===== src/rtl/pulse_stretcher_pkg.sv =====
// Shared types and helpers for the multi-channel pulse stretcher.
package pulse_stretcher_pkg;

  typedef enum logic [1:0] {
    ST_IDLE    = 2'd0,
    ST_STRETCH = 2'd1,
    ST_HOLDOFF = 2'd2
  } t_stretch_state;

  // Landing state for any unused encoding (2'd3).
  localparam t_stretch_state ST_SAFE = ST_IDLE;

  function automatic logic f_trig(input logic x, input logic x_prev, input logic edge_mode);
    logic r;
    if (edge_mode) begin
      r = x & ~x_prev;
    end else begin
      r = x;
    end
    return r;
  endfunction

endpackage


===== src/rtl/pulse_stretcher_chan.sv =====
// One stretcher channel: trigger detect, IDLE/STRETCH/HOLDOFF FSM, cycle timer,
// latched length and sticky missed-trigger flag.
module pulse_stretcher_chan
  import pulse_stretcher_pkg::*;
#(
  parameter int T_BITS    = 8,
  parameter int HOLDOFF   = 0,
  parameter int EDGE_MODE = 0
) (
  input  logic              i_clk,
  input  logic              i_rstn,
  input  logic              i_x,
  input  logic [T_BITS-1:0] i_len,
  input  logic              i_retrig,
  input  logic              i_ovr_clr,
  output logic              o_y,
  output logic              o_busy,
  output logic              o_ovr
);

  localparam logic [T_BITS-1:0] ZERO    = {T_BITS{1'b0}};
  localparam logic [T_BITS-1:0] ONE     = T_BITS'(1);
  localparam logic [T_BITS-1:0] HO_LAST = T_BITS'(HOLDOFF - 1);

  t_stretch_state    state_q, state_d;
  logic [T_BITS-1:0] t_q, t_d;
  logic [T_BITS-1:0] len_q, len_d;
  logic              x_q;
  logic              y_q, y_d;
  logic              busy_q, busy_d;
  logic              ovr_q, ovr_d;
  logic              trig_s, len_ok_s, miss_s;

  // State register
  always_ff @(posedge i_clk or negedge i_rstn) begin
    if (!i_rstn) begin
      state_q <= ST_IDLE;
      t_q     <= ZERO;
      len_q   <= ZERO;
      x_q     <= 1'b0;
      y_q     <= 1'b0;
      busy_q  <= 1'b0;
      ovr_q   <= 1'b0;
    end else begin
      state_q <= state_d;
      t_q     <= t_d;
      len_q   <= len_d;
      x_q     <= i_x;
      y_q     <= y_d;
      busy_q  <= busy_d;
      ovr_q   <= ovr_d;
    end
  end

  // Next-state logic; a retrigger outranks the terminal count
  always_comb begin
    trig_s   = f_trig(i_x, x_q, EDGE_MODE != 0);
    len_ok_s = (i_len != ZERO);
    state_d  = state_q;
    t_d      = t_q;
    len_d    = len_q;
    miss_s   = 1'b0;
    case (state_q)
      ST_IDLE: begin
        if (trig_s && len_ok_s) begin
          state_d = ST_STRETCH;
          t_d     = ZERO;
          len_d   = i_len;
        end else begin
          state_d = ST_IDLE;
        end
      end
      ST_STRETCH: begin
        if (trig_s && i_retrig && len_ok_s) begin
          t_d   = ZERO;
          len_d = i_len;
        end else if (t_q == len_q - ONE) begin
          miss_s  = trig_s;
          state_d = (HOLDOFF > 0) ? ST_HOLDOFF : ST_IDLE;
          t_d     = ZERO;
        end else begin
          miss_s = trig_s;
          t_d    = t_q + ONE;
        end
      end
      ST_HOLDOFF: begin
        miss_s = trig_s;
        if (t_q == HO_LAST) begin
          state_d = ST_IDLE;
          t_d     = ZERO;
        end else begin
          t_d = t_q + ONE;
        end
      end
      default: begin
        state_d = ST_SAFE;
        t_d     = ZERO;
        len_d   = ZERO;
      end
    endcase
  end

  // Output decode; a miss in the same cycle beats the clear
  always_comb begin
    y_d    = (state_d == ST_STRETCH);
    busy_d = (state_d == ST_STRETCH) || (state_d == ST_HOLDOFF);
    if (miss_s) begin
      ovr_d = 1'b1;
    end else if (i_ovr_clr) begin
      ovr_d = 1'b0;
    end else begin
      ovr_d = ovr_q;
    end
  end

  assign o_y    = y_q;
  assign o_busy = busy_q;
  assign o_ovr  = ovr_q;

endmodule


===== src/rtl/pulse_stretcher_multi.sv =====
// NUM_CH independent pulse stretchers sharing length, retrigger and overrun-clear controls.
module pulse_stretcher_multi
  import pulse_stretcher_pkg::*;
#(
  parameter int NUM_CH    = 4,
  parameter int T_BITS    = 8,
  parameter int HOLDOFF   = 0,
  parameter int EDGE_MODE = 0
) (
  input  logic              i_clk,
  input  logic              i_rstn,
  input  logic [NUM_CH-1:0] i_x,
  input  logic [T_BITS-1:0] i_len,
  input  logic              i_retrig,
  input  logic              i_ovr_clr,
  output logic [NUM_CH-1:0] o_y,
  output logic [NUM_CH-1:0] o_busy,
  output logic [NUM_CH-1:0] o_ovr
);

  for (genvar c = 0; c < NUM_CH; c++) begin : g_ch
    pulse_stretcher_chan #(
      .T_BITS   (T_BITS),
      .HOLDOFF  (HOLDOFF),
      .EDGE_MODE(EDGE_MODE)
    ) u_chan (
      .i_clk    (i_clk),
      .i_rstn   (i_rstn),
      .i_x      (i_x[c]),
      .i_len    (i_len),
      .i_retrig (i_retrig),
      .i_ovr_clr(i_ovr_clr),
      .o_y      (o_y[c]),
      .o_busy   (o_busy[c]),
      .o_ovr    (o_ovr[c])
    );
  end

endmodule


===== config.mk =====
export PLATFORM = sky130hd
export DESIGN_NAME = pulse_stretcher_multi
export DESIGN_NICKNAME = d
export VERILOG_FILES = /design/src/rtl/pulse_stretcher_pkg.sv /design/src/rtl/pulse_stretcher_chan.sv /design/src/rtl/pulse_stretcher_multi.sv
export SDC_FILE = /design/constraint.sdc
export NUM_CORES = 1
export LEC_CHECK = 0
export ABC_AREA = 1
export BUFFER_PORTS_ARGS = -buffer_cell sky130_fd_sc_hd__buf_2
export CAP_MARGIN = 20
export CORE_MARGIN = 4
export CORE_UTILIZATION = 40
export CTS_CLUSTER_DIAMETER = 30
export DETAILED_ROUTE_END_ITERATION = 6
export PLACE_DENSITY = 0.54
export SLEW_MARGIN = 20
export SYNTH_ARGS = -nofsm -noshare
export SYNTH_HDL_FRONTEND = slang
export SYNTH_SLANG_ARGS = --single-unit

===== constraint.sdc =====
create_clock -name i_clk -period 2.65 [get_ports i_clk]
set_input_delay 0.53 -clock i_clk [delete_from_list [all_inputs] [get_ports i_clk]]
set_output_delay 0.53 -clock i_clk [all_outputs]
set_load 0.05 [all_outputs]

# --- Word level (Yosys, flattened, before mapping) ---
# Index checks and enable logic that the tools add are counted.
totals:
  reg_bits: 84
  in_bits: 16
  output_inout_bits: 12
  elab_cells: 162
classes:
  n_addsub: 8
  n_eq_ne: 32
  muxes: 65
  bitwise_logic: 4
  reduce_logical: 29
op_table:
  columns: ["operator", "count"]
  rows:
  - ["$mux W8", 24]
  - ["$pmux W8 S3", 8]
  - ["$add A8 B1 Y8 const B", 4]
  - ["$eq A8 B8 Y1", 4]
  - ["$eq A8 B8 Y1 const B", 4]
  - ["$sub A8 B1 Y8 const B", 4]
  - ["$mux W2", 12]
  - ["$pmux W2 S3", 4]
  - ["$eq A2 B1 Y1 const B", 8]
  - ["$eq A2 B2 Y1 const B", 8]
  - ["$ne A2 B1 Y1 const B", 8]
  - ["$mux W1", 13]
  - ["$logic_and A1 B1 Y1", 12]
  - ["$reduce_and A3 Y1", 4]
  - ["$logic_not A2 Y1", 4]
  - ["$pmux W1 S2", 4]
  - ["$reduce_bool A2 Y1", 4]
  - ["$reduce_bool A8 Y1", 1]
  - ["$logic_or A1 B1 Y1", 4]
  - ["$not A1 Y1", 4]

# --- Depth between registers and ports, before layout ---
# Gate-level depths: netlist of run 1.
logic_depth:
  word_depth: 7
  depth_mapped: 17
  mapped_depth_nobuf: 17

# --- By module ---
# From an unflattened synthesis of run 1, not the netlist that was laid out.
hier_totals:
  cells_unflattened: 751
  area_unflattened_um2: 5555.3
modules_own_cells:
  columns: ["mod", "n_inst", "cells_per_inst", "area_per_inst_um2", "seq_area_each_um2"]
  rows:
  - ["pulse_stretcher_chan (g_ch[0].u_chan ...)", 3, 182, 1373.8, 525.5]
  - ["pulse_stretcher_chan (g_ch[3].u_chan)", 1, 205, 1433.9, 525.5]

# --- Worst setup path after synthesis of run 1 ---
# No wires, ideal clock.
synth_path:
  path_type: "reg2reg"
  from: "reg g_ch[1].u_chan.len_q[0]"
  to: "reg g_ch[1].u_chan.busy_q"
  setup_ns: 0.113
  arrival_time_ns: 1.798
  t_required_ns: 2.537
  path_slack_ns: 0.740
  stages_incl_launch_ff: 16
  path_buffers: 0
  synth_period_minus_slack_ns: 1.910
  cell_sequence: "dfrtp_1 -> inv_1 -> ha_1 -> nand2_1 -> nor2_1 -> nand3_1 -> nand2_1 -> nand2_1 -> nor2_1 -> nand3_1 -> nand2_1 -> nand2_1 -> nand2_1 -> a21oi_1 -> ha_1 -> inv_1"
synth_via:
  elab_chain_len: 7
  elab_cells_between_ends: 8
  classes_between: "1 x add/sub; 3 x eq/ne; 3 x mux; 1 x reduce/logical"
synth_rtl:
  columns: ["element", "line", "source"]
  rows:
  - ["start: declaration", "pulse_stretcher_chan.sv:27", "logic [T_BITS-1:0] len_q, len_d;"]
  - ["start signal: assignment", "pulse_stretcher_chan.sv:47", "len_q <= len_d;"]
  - ["$sub A8 B1 Y8 (*)", "pulse_stretcher_chan.sv:77", "end else if (t_q == len_q - ONE) begin"]
  - ["$eq A8 B8 Y1 (*)", "pulse_stretcher_chan.sv:77", null]
  - ["$mux W2 (*)", "pulse_stretcher_chan.sv:77", null]
  - ["$mux W2 (*)", "pulse_stretcher_chan.sv:74", "if (trig_s && i_retrig && len_ok_s) begin"]
  - ["$pmux W2 S3 (*)", "pulse_stretcher_chan.sv:63", "case (state_q)"]
  - ["via g_ch[1].u_chan.state_d[0]", "pulse_stretcher_chan.sv:25", "t_stretch_state state_q, state_d;"]
  - ["$eq A2 B1 Y1 or $eq A2 B2 Y1 (tied branches)", "pulse_stretcher_chan.sv:106", "busy_d = (state_d == ST_STRETCH) || (state_d == ST_HOLDOFF);"]
  - ["$logic_or A1 B1 Y1 (*)", "pulse_stretcher_chan.sv:106", null]
  - ["via g_ch[1].u_chan.busy_d", "pulse_stretcher_chan.sv:30", "logic busy_q, busy_d;"]
  - ["end signal: assignment", "pulse_stretcher_chan.sv:50", "busy_q <= busy_d;"]
  - ["end: declaration", "pulse_stretcher_chan.sv:30", null]
# Mark *: on every way through the listed nets, which the timed path passes. The rest lies on a longest branch.
# A chain may end at the register's enable or synchronous reset.

# --- Worst setup path after layout of run 1 ---
layout_path:
  from: "reg g_ch[3].u_chan.len_q[0]"
  to: "reg g_ch[3].u_chan.busy_q"
layout_via:
  elab_chain_len: 7
  elab_cells_between_ends: 8
  classes_between: "1 x add/sub; 3 x eq/ne; 3 x mux; 1 x reduce/logical"
layout_rtl:
  columns: ["element", "line"]
  rows:
  - ["start: declaration", "pulse_stretcher_chan.sv:27"]
  - ["start signal: assignment", "pulse_stretcher_chan.sv:47"]
  - ["$sub A8 B1 Y8 (*)", "pulse_stretcher_chan.sv:77"]
  - ["$eq A8 B8 Y1 (*)", "pulse_stretcher_chan.sv:77"]
  - ["$mux W2 (*)", "pulse_stretcher_chan.sv:77"]
  - ["$mux W2 (*)", "pulse_stretcher_chan.sv:74"]
  - ["$pmux W2 S3 (*)", "pulse_stretcher_chan.sv:63"]
  - ["via g_ch[3].u_chan.state_d[0]", "pulse_stretcher_chan.sv:25"]
  - ["$eq A2 B1 Y1 or $eq A2 B2 Y1 (tied branches)", "pulse_stretcher_chan.sv:106"]
  - ["$logic_or A1 B1 Y1 (*)", "pulse_stretcher_chan.sv:106"]
  - ["via g_ch[3].u_chan.busy_d", "pulse_stretcher_chan.sv:30"]
  - ["end signal: assignment", "pulse_stretcher_chan.sv:50"]
  - ["end: declaration", "pulse_stretcher_chan.sv:30"]
# Marks and branches as above.

==> summary.md, run 1 <==
| Metric | Value |
|---|---|
| Status | finished, final reports clean |
| Largest fanout on the critical path | 6 |
| Commonest non-fill, non-tap cells in the layout | nand2_1 (177), inv_1 (116), dfrtp_1 (84) |
| Starting Density | 0.415 |
| Clock Tree Root | clkbuf_16 |
| CP required | 2890 ps |
| H-tree depth | 3 |
| Antenna Nets Post-Route | 0 |
| Clk buf depth | 2 |
| Number of vias per cell | 4.75 |
| Placeable Area | approximately 0.013 mm2 |
| Top cells by area, synth | dfrtp_1 (40%), nand2_1 (12%), inv_1 (8.2%) |
| RSZ-0062 raised after global routing | false |
| Port bufs | 27 |
| Setup-failing EPs final | 0 |
| Die ar. | 0.0152 mm2 |
| Syn. warnings | 0 |
| Post-synthesis instance total | 717 |
| Final Max Tran Viols | 0 |
| Row Count | 41 |
| Largest net degree at the start of global routing | 35 |
| Setup_tns | 0 ps |
| Largest stage delay, worst path | between 300 and 400 ps |
| Avg WL per Cell | approximately 13 um |
| P_leak | just under 3 nW |
| Vias in the first global route | about 4300 |
| Post-synthesis average cell area | 7.42 um2 |
| Worst r2r path cells | 15 |
| Post-CTS setup buffers | 0 |
| Most common cell after layout, fill and taps aside | nand2_1 |
| IO Pins | 28 |
| Resize count post-CTS | 0 |
| First-pass GRT wire length | 20.2 mm |
| 1st-pass router iterations | 4 |
| Sink Count | 84 |
| Worst slew pin tran | 457 ps |
| CP endpoint kind | flop |
| Slew headroom | 0.695 |
| Number of remaining DRC errors | 0 |
| CP delay by family, top | simple AND/OR/NAND/NOR gates |
| Placed instance count | about 900 |
| GPL Wtd Cong | 0.867 |
| Worst Setup Start Kind | flop |
| Clock Latency Late Sink | 340 ps |
| Flop2flop setup slack | around 470 ps |
| CP Cell Sequence | inv_1, ha_1, nand2_1, nor2_1, nor2_1, nor2_1, nand3_1, nor2_1, nand3_1, nand2_1, nand2_1, nand2_1, a21oi_1, ha_1, inv_1 |
| NumNets Final | 785 |
| Worst Path Arrival | about 2400 ps |
| R2R Path Start | g_ch[3].u_chan.len_q[0] |
| Syn_nets | around 760 |
| Slowest cell on the critical path | dfrtp_1 |
| Ant diodes | 0 |
| Detailed Route Iter0 Violations | 273 |
| Die H | 123 um |
| Final period util | 0.821 |
| CP bufs+invs | 2 |
| Initial antenna violation count | 1 |
| Mapped Area | 0.00532 mm2 |
| Die X | between 100 and 150 um |
| RR Endpoint | g_ch[3].u_chan.o_busy |
| Tmin final | 2180 ps |
| Clock transition at path regs | about 70 ps |
| Kind of critical path | flop to flop |
| CTS Hold Buffers Added | 0 |
| Count of cell types in the netlist | 26 |
| CTS tree | built |
| Final Skew | a little under 7 ps |
| Max-cap violations | 0 |
| Sequential area share after synthesis | 0.395 |
| Highest clock rate | 0.459 GHz |
| GR Overflow Total | 0 |
| Peak supply drop | 0.632 mV |
| Vias after detailed routing | approximately 4400 |
| Num CTS Buffers | 9 |
| GRT Total Usage | 0.168 |
| Final WL | about 12 mm |
| Leading area contributor after synthesis | dfrtp_1 |
| Fin. Hold Viols | 0 |
| Worst min path class | primary input to asynchronous set/reset pin |
| Cell Count, Final, Fillers Out | 918 |
| Hpwl dp | around 9 mm |
| Layout cells sized above 1 | 0.0818 |
| Pwr/cell area | 1020 mW/mm2 |
| Register bit total from synthesis | between 80 and 90 |
| Area share of the largest cell type after synthesis | 0.395 |
| Syn-to-layout area delta | 10.6% |
state kept, by name, summed over array words and instances, names as in the netlist:
signal	count
g_ch.u_chan.o_ovr	4
g_ch.u_chan.len_q	32
g_ch.u_chan.t_q	32
g_ch.u_chan.state_q	8
g_ch.u_chan.o_busy	4
g_ch.u_chan.o_y	4
worst max path at each step:
stage / slack (ps) / depth (start not counted) / to / from
finish: 470 / 15 / g_ch[3].u_chan.o_busy / g_ch[3].u_chan.len_q[0]
global route: 180 / 15 / g_ch[3].u_chan.o_busy / g_ch[3].u_chan.len_q[0]
CTS: 480 / 15 / g_ch[3].u_chan.o_busy / g_ch[3].u_chan.len_q[0]
detailed placement: 490 / 9 / g_ch[2].u_chan.t_q[7] / i_len[7]
global placement: 530 / 15 / g_ch[0].u_chan.o_busy / g_ch[0].u_chan.len_q[0]
floorplan: 740 / 15 / g_ch[1].u_chan.o_busy / g_ch[1].u_chan.len_q[0]
cell type report:
| class | instances | area (um2) |
|---|---|---|
| Sequential cell | 84 | 2100 |
| Tap cell | 172 | 215 |
| Clock buffer | 11 | 243 |
| Multi-Input combinational cell | 499 | 2640 |
| Inverter | 116 | 435 |
| Timing Repair Buffer | 31 | 180 |
| Clock inverter | 5 | 61.3 |
| Fill cell | 1303 | 6940 |
cell usage after synthesis:
| cell type | n |
|---|---|
| nand2_1 | 177 |
| inv_1 | 116 |
| dfrtp_1 | 84 |
| nand3_1 | 81 |
| nor2_1 | 63 |
| o21ai_0 | 51 |
| ha_1 | 28 |
| xor2_1 | 26 |
| o22ai_1 | 22 |
| buf_4 | 14 |
| xnor2_1 | 11 |
| a21oi_1 | 9 |
| nor3_1 | 8 |
| nor2_4 | 6 |
| nand4_1 | 3 |
| nor2_2 | 3 |
| or2_2 | 3 |
| buf_1 | 2 |
| o31ai_1 | 2 |
| or2_4 | 2 |
| a21oi_2 | 1 |
| and2_1 | 1 |
| buf_6 | 1 |
| clkbuf_8 | 1 |
| o21bai_1 | 1 |
| or2_1 | 1 |
cell families after synthesis:
kind of cell               synth area share
and+or+nand+nor                       0.282
adders and majority gates            0.0659
xor gates and xnor gates             0.0609
AOI/OAI and AO/OA                    0.0882
buffers and inverters                 0.108
DFF                                   0.395
power breakdown:
group	switching [mW]	internal (mW)
clock network	0.541	0.758
registers	0.290	1.65
logic	1.86	0.916
metrics by stage:
| stage | utilization | worst slack (ps) | instance area, um2 | power, mW | hold slack [ps] |
|---|---|---|---|---|---|
| global route | 0.459 | 185 | 5880 | 6.61 | 166 |
| floorplan | - | 740 | 5320 | 4.26 | 234 |
| global placement | 0.435 | 534 | 5580 | 4.72 | 511 |
| finish | 0.459 | 473 | 5880 | 6.01 | 125 |
| detailed placement | 0.435 | 493 | 5580 | 4.75 | 510 |
| CTS | 0.459 | 484 | 5880 | 6.09 | 131 |
per-layer routing:
layer  routed length [um]  GRT usage
met5                   13          0
met4                  198     0.0699
met3                  423     0.0279
met2                 5200      0.262
met1                 5760      0.231
Power figures use the tool's default switching activity.
==> inputs of run 2 (changes only) <==
==> constraint.sdc (replaced) <==
create_clock -name i_clk -period 2.1 [get_ports i_clk]
set_input_delay 0.42 -clock i_clk [delete_from_list [all_inputs] [get_ports i_clk]]
set_output_delay 0.42 -clock i_clk [all_outputs]
set_load 0.05 [all_outputs]
==> summary.md, run 2 (synthesis results as in run 1) <==
| Metric | Value |
|---|---|
| Starting Density | 0.415 (unchanged) |
| Commonest non-fill, non-tap cells in the layout | nand2_1 (172), inv_1 (106), dfrtp_1 (84) |
| Number of remaining DRC errors | 0 (unchanged) |
| First-pass GRT wire length | 20.7 mm (+2.4%) |
| Setup_tns | 0 ps (unchanged) |
| Min Hold Slack | 48.8 ps (-76.4 ps) |
| Port bufs | 27 (unchanged) |
| Kind of critical path | flop to flop |
| Largest net degree at the start of global routing | 41 (+17%) |
| GR Overflow Total | 0 (unchanged) |
| Post-Place Cell Area | 0.00570 mm2 (+2.2%) |
| Slowest cell on the critical path | dfrtp_1 |
| CP delay by family, top | simple AND/OR/NAND/NOR gates |
| Worst slew pin tran | 540 ps (+82.7 ps) |
| Fin. Hold Viols | 0 (unchanged) |
| Tmin final | 2010 ps (-170 ps) |
| RSZ-0062 raised after global routing | true |
| Ant diodes | 0 (unchanged) |
| Status | finished, final reports clean |
| CP required | 2340 ps (-550 ps) |
| Number of vias per cell | 4.76 (+0.17%) |
| Vias in the first global route | 4430 (+2.7%) |
| Die H | 123 um (unchanged) |
| Multi-input logic area | 0.00277 mm2 (+4.8%) |
| Detailed Route Iter0 Violations | 246 (-9.9%) |
| P_leak | 3.06 nW (+4.7%) |
| Largest regs | g_ch.u_chan.len_q (32), g_ch.u_chan.t_q (32), g_ch.u_chan.state_q (8) |
| Clock transition at path regs | 60 ps (about the same) |
| GPL Wtd Cong | 0.859 (-0.91%) |
| Worst Path Arrival | 2250 ps (-170 ps) |
| Max-cap violations | 0 (unchanged) |
| H-tree depth | 3 (unchanged) |
| Core Util, Final | 0.484 (+0.0255) |
| Clock Latency Late Sink | 350 ps (about the same) |
| Reg area | 0.00210 mm2 (unchanged) |
| CP endpoint kind | flop |
| Fillcell total | 1281 (-1.7%) |
| Worst min path class | primary input to asynchronous set/reset pin |
| Syn-to-layout area delta | 16.7% |
| 1st-pass router iterations | 5 (+1) |
| Die X | 123 um (unchanged) |
| Final Max Tran Viols | 0 (unchanged) |
| Avg WL per Cell | 12.8 um (+1.6%) |
| Highest clock rate | 0.498 GHz (+8.5%) |
| Clk buf depth | 2 (unchanged) |
| Vias after detailed routing | 4471 (+2.6%) |
| Hpwl dp | 9.22 mm (+2.3%) |
| Sink Count | 84 (unchanged) |
| Placeable Area | 0.0128 mm2 (unchanged) |
| Row Count | 41 (unchanged) |
| CP Cell Sequence | inv_2, ha_4, nand2_2, inv_2, nor2_1, nand2_1, nor2_1, nand3_1, nor2_2, nand3_1, nand2_1, nand2_1, nand2_1, a21oi_2, ha_1, inv_1 |
| Initial antenna violation count | 0 (-1) |
| Largest fanout on the critical path | 2 (-4) |
| Clock Tree Root | clkbuf_16 |
| Layout cells sized above 1 | 0.155 (+0.0732) |
| Pwr/cell area | 1340 mW/mm2 (+31%) |
| GRT Total Usage | 0.172 (+0.00414) |
| Largest stage delay, worst path | 400 ps (+30 ps) |
| CTS Hold Buffers Added | 0 (unchanged) |
| Setup-failing EPs final | 0 (unchanged) |
| Final Skew | 8.79 ps (+2.03 ps) |
| Antenna Nets Post-Route | 0 (unchanged) |
| CP bufs+invs | 3 (+1) |
| Num CTS Buffers | 9 (unchanged) |
| Most frequent CP cell | nand2_1 |
| IO Pins | 28 (unchanged) |
| Final WL | 12.1 mm (+4.0%) |
| Final period util | 0.956 (+0.134) |
| NumNets Final | 807 (+2.8%) |
| Post-route cell area | 0.00621 mm2 (+5.6%) |
| Most common cell after layout, fill and taps aside | nand2_1 |
| Die ar. | 0.0152 mm2 (unchanged) |
| CTS tree | built |
| Worst Setup Start Kind | flop |
| Peak supply drop | 0.843 mV (+34%) |
| Slew headroom | 0.640 (-0.0551) |
-- run 2: worst paths after layout --
check	end	slack [ps]	startpoint	cells past startpoint
max	g_ch[3].u_chan.o_busy	90	g_ch[3].u_chan.len_q[1]	16
max reg2reg	g_ch[3].u_chan.o_busy	90	g_ch[3].u_chan.len_q[1]	16
min in group i_clk	g_ch[1].u_chan.o_ovr	330	i_x[1]	3
min reg2reg	g_ch[3].u_chan.o_ovr	520	g_ch[3].u_chan.o_ovr	2
min	g_ch[2].u_chan.o_y	50	i_rstn	1
max in group asynchronous	g_ch[1].u_chan.t_q[1]	1410	i_rstn	2
-- run 2: repair_timing --
item                       in CTS  in global routing
setup endpoints to repair       0                 27
gates resized for setup         0                 42
setup buffers                   0                  4
-- run 2: routing by layer --
metal / track usage / share of wire
met1: 0.226 / 0.48
met2: 0.276 / 0.47
met3: 0.0439 / 0.037
met4: 0.0574 / 0.013
met5: 0 / 0
-- run 2: area by class of cell --
class,count,area share
tap,172,0.0347
multi-input combinational,499,0.446
clock buffer,12,0.0413
clock inverter,4,0.0153
sequential,84,0.339
inverter,116,0.0701
timing repair buffer,53,0.0536
-- run 2: metrics by stage --
stage | setup WS [ps] | instances | power (mW)
2_1_floorplan | 190 | 717 | 5.37
3_3_place_gp | 36.1 | 920 | 6.06
3_5_place_dp | 16.3 | 920 | 6.09
4_1_cts | 1.91 | 936 | 8.04
5_1_grt | -69.1 | 940 | 9.09
6_report | 93.4 | 940 | 8.30
-- run 2: where the power goes --
part	switching, mW	internal (mW)	leakage, nW	total, mW
logic	2.52	1.42	1.78	3.94
clock network	0.658	1.23	0.173	1.88
registers	0.394	2.08	1.10	2.48
total	3.57	4.73	3.06	8.30
==> inputs of run 3 (changes only) <==
--- a/config.mk
+++ b/config.mk
@@ -8,7 +8,6 @@
 export ABC_AREA = 1
 export BUFFER_PORTS_ARGS = -buffer_cell sky130_fd_sc_hd__buf_2
 export CAP_MARGIN = 20
-export CORE_MARGIN = 4
 export CORE_UTILIZATION = 40
 export CTS_CLUSTER_DIAMETER = 30
 export DETAILED_ROUTE_END_ITERATION = 6
@@ -16,4 +15,5 @@
 export SLEW_MARGIN = 20
 export SYNTH_ARGS = -nofsm -noshare
 export SYNTH_HDL_FRONTEND = slang
+export SYNTH_HIERARCHICAL = 1
 export SYNTH_SLANG_ARGS = --single-unit
==> summary.md, run 3 <==
| Metric | Value |
|---|---|
| Antenna Nets Post-Route | 0 (unchanged) |
| Crit path from | g_ch[1].u_chan/len_q[0] |
| Worst Path Arrival | 2320 ps (+70 ps) |
| Status | finished, final reports clean |
| Mapped Area | 0.00556 mm2 (+4.4%) |
| Clk buf depth | 2 (unchanged) |
| Vias after detailed routing | 4689 (+4.9%) |
| Final period util | 0.987 (+0.0313) |
| Syn. warnings | 6 (+6) |
| Tmin final | 2070 ps (+65.8 ps) |
| Adder-cell share of the synthesized area | 0.0631 (-0.00280) |
| Most common cell after layout, fill and taps aside | nand2_1 |
| Die X | 120 um (-2.8%) |
| Vias in the first global route | 4606 (+4.0%) |
| Row Count | 42 (+2.4%) |
| CTS tree | built |
| Count leader, synth | nand2_1 |
| 1st-pass router iterations | 5 (unchanged) |
| Syn_nets | 795 (+4.5%) |
| Largest net degree at the start of global routing | 29 (-29%) |
| Port bufs | 27 (unchanged) |
| Setup_tns | 0 ps (unchanged) |
| Detailed Route Iter0 Violations | 249 (+1.2%) |
| Number of vias per cell | 4.79 (+0.80%) |
| Worst min path class | primary input to flop |
| IO Pins | 28 (unchanged) |
| Number of synthesized flops with an enable pin | 0 (unchanged) |
| GPL Wtd Cong | 0.889 (+3.5%) |
| CP required | 2340 ps (about the same) |
| Highest clock rate | 0.483 GHz (-3.2%) |
| Pwr/cell area | 1300 mW/mm2 (-2.6%) |
| Post-synthesis simple-gate area fraction | 0.313 (+0.0312) |
| Fraction of the mapped netlist area in compound gates | 0.0944 (+0.00615) |
| Multiplexer share of the synthesized area | 0 (unchanged) |
| Register bit total from synthesis | 84 (unchanged) |
| CP endpoint kind | flop |
| Worst slew pin tran | 457 ps (-82.8 ps) |
| Setup-failing EPs final | 0 (unchanged) |
| Leading area contributor after synthesis | dfrtp_1 |
| Post-Place Cell Area | 0.00593 mm2 (+4.0%) |
| Commonest non-fill, non-tap cells in the layout | nand2_1 (197), inv_1 (103), nand3_1 (85) |
| H-tree depth | 3 (unchanged) |
| Hpwl dp | 9.57 mm (+3.7%) |
| Die ar. | 0.0144 mm2 (-5.5%) |
| Largest fanout on the critical path | 2 (unchanged) |
| Core Util, Final | 0.476 (-0.00818) |
| Slew headroom | 0.694 (+0.0541) |
| GRT Total Usage | 0.190 (+0.0180) |
| NumNets Final | 841 (+4.2%) |
| Post-synthesis average cell area | 7.40 um2 (-0.28%) |
| Top cells by count, synth | nand2_1 (198), inv_1 (110), nand3_1 (85) |
| Peak supply drop | 0.708 mV (-16%) |
| Die H | 120 um (-2.8%) |
| Clock Tree Root | clkbuf_16 |
| Ant diodes | 0 (unchanged) |
| Min Hold Slack | 345 ps (+296 ps) |
| Final Skew | 4.76 ps (-4.03 ps) |
| First-pass GRT wire length | 21.7 mm (+4.9%) |
| Top cells by area, synth | dfrtp_1 (38%), nand2_1 (13%), nand3_1 (7.7%) |
| Async S/R FF share, synth | 1.00 (unchanged) |
| Main combinational cell family by area after synthesis | simple AND/OR/NAND/NOR gates |
| Final WL | 12.6 mm (+4.6%) |
| Num CTS Buffers | 9 (unchanged) |
| Count of cell types in the netlist | 33 (+27%) |
| Clock Latency Late Sink | 350 ps (about the same) |
| Hold Startpoint | i_x[3] |
| RSZ-0062 raised after global routing | true |
| Post-route cell area | 0.00638 mm2 (+2.7%) |
| Avg WL per Cell | 12.9 um (+0.51%) |
| Initial antenna violation count | 0 (unchanged) |
| Layout cells sized above 1 | 0.146 (-0.00906) |
| Sequential area share after synthesis | 0.378 (-0.0168) |
| Max-cap violations | 0 (unchanged) |
| Largest regs | g_ch.u_chan/len_q (32), g_ch.u_chan/t_q (32), g_ch.u_chan/state_q (8) |
| Placeable Area | 0.0134 mm2 (+4.5%) |
| Worst Setup Start Kind | flop |
| Fillcell total | 1362 (+6.3%) |
| Post-synthesis xor/xnor area fraction | 0.0599 (-0.00102) |
| Clock transition at path regs | 60 ps (about the same) |
| P_leak | 3.18 nW (+3.9%) |
| Fin. Hold Viols | 0 (unchanged) |
| Sink Count | 84 (unchanged) |
| R2R Path Start | g_ch[1].u_chan/len_q[0] |
| Final Power | 8.30 mW (about the same) |
| Syn-to-layout area delta | 14.8% |
| Reg area | 0.00210 mm2 (unchanged) |
| Final Max Tran Viols | 0 (unchanged) |
| Post-synthesis instance total | 751 (+4.7%) |
| Multi-input logic area | 0.00302 mm2 (+8.9%) |
| Starting Density | 0.415 (about the same) |
| Number of remaining DRC errors | 0 (unchanged) |
| Most frequently used flop master after synthesis | dfrtp_1 |
| Area share of the largest cell type after synthesis | 0.378 (-0.0168) |
| GR Overflow Total | 0 (unchanged) |
| Kind of critical path | flop to flop |
[run 3: per-stage QoR]
stage	cells	worst slack (ps)
global placement	954	127
global route	978	-102
detailed placement	954	95.3
floorplan	751	202
CTS	971	77.9
finish	978	27.6
[run 3: kinds of logic (layout without fill, tap and decap cells)]
| family | Yosys count | after routing |
|---|---|---|
| buffers and inverters | 125 | 176 |
| AOI/OAI and AO/OA | 83 | 83 |
| adders and majority gates | 28 | 28 |
| xor gates and xnor gates | 38 | 38 |
| and+or+nand+nor | 393 | 393 |
| DFF | 84 | 84 |
[run 3: routing by layer]
layer | GRT usage | part of all wire | vias to the layer above
li1 | - | - | 2464
met4 | 0.0563 | 0.012 | 0
met2 | 0.315 | 0.47 | 72
met1 | 0.250 | 0.49 | 2145
met3 | 0.0361 | 0.032 | 8
met5 | 0 | 0 | -
[run 3: what timing repair did]
| item | CTS | global route |
|---|---|---|
| hold endpoints to repair | 16 | 0 |
| endpoints found under the setup margin | 0 | 7 |
| resized for setup | 0 | 23 |
| buffers inserted | 0 | 7 |
| hold buffers | 1 | 0 |
[run 3: path summary, 6_finish.rpt]
path / to / slack (ps) / cells after the start
max: g_ch[1].u_chan/o_busy / 30 / 16
min: g_ch[3].u_chan/o_ovr / 350 / 3
max in group asynchronous: g_ch[2].u_chan/t_q[3] / 1000 / 3
max reg2reg: g_ch[1].u_chan/o_busy / 30 / 16
min in group asynchronous: g_ch[1].u_chan/state_q[0] / 500 / 2
min reg2reg: g_ch[1].u_chan/o_ovr / 530 / 2
[run 3: layout make-up]
class	instances	area share
multi-input combinational	542	0.473
sequential	84	0.330
inverter	115	0.0677
timing repair buffer	45	0.0451
clock buffer	11	0.0381
tap	176	0.0345
clock inverter	5	0.0118
[run 3: power by group]
part | internal (mW) | switching (mW)
logic | 1.48 | 2.65
clock network | 1.07 | 0.647
registers | 2.07 | 0.380
[run 3: critical path, cell delays in order (launching register included)]
cell and delay (ps):
dfrtp_1 390, inv_2 80, ha_4 200, nand2_2 70, inv_2 30, nor2_1 130
nand2_1 70, nor2_1 90, nand3_1 100, nor2_2 130, nand3_1 80, nand2_1 70
nand2_1 60, nand2_1 90, a21oi_2 80, ha_1 270, inv_1 30
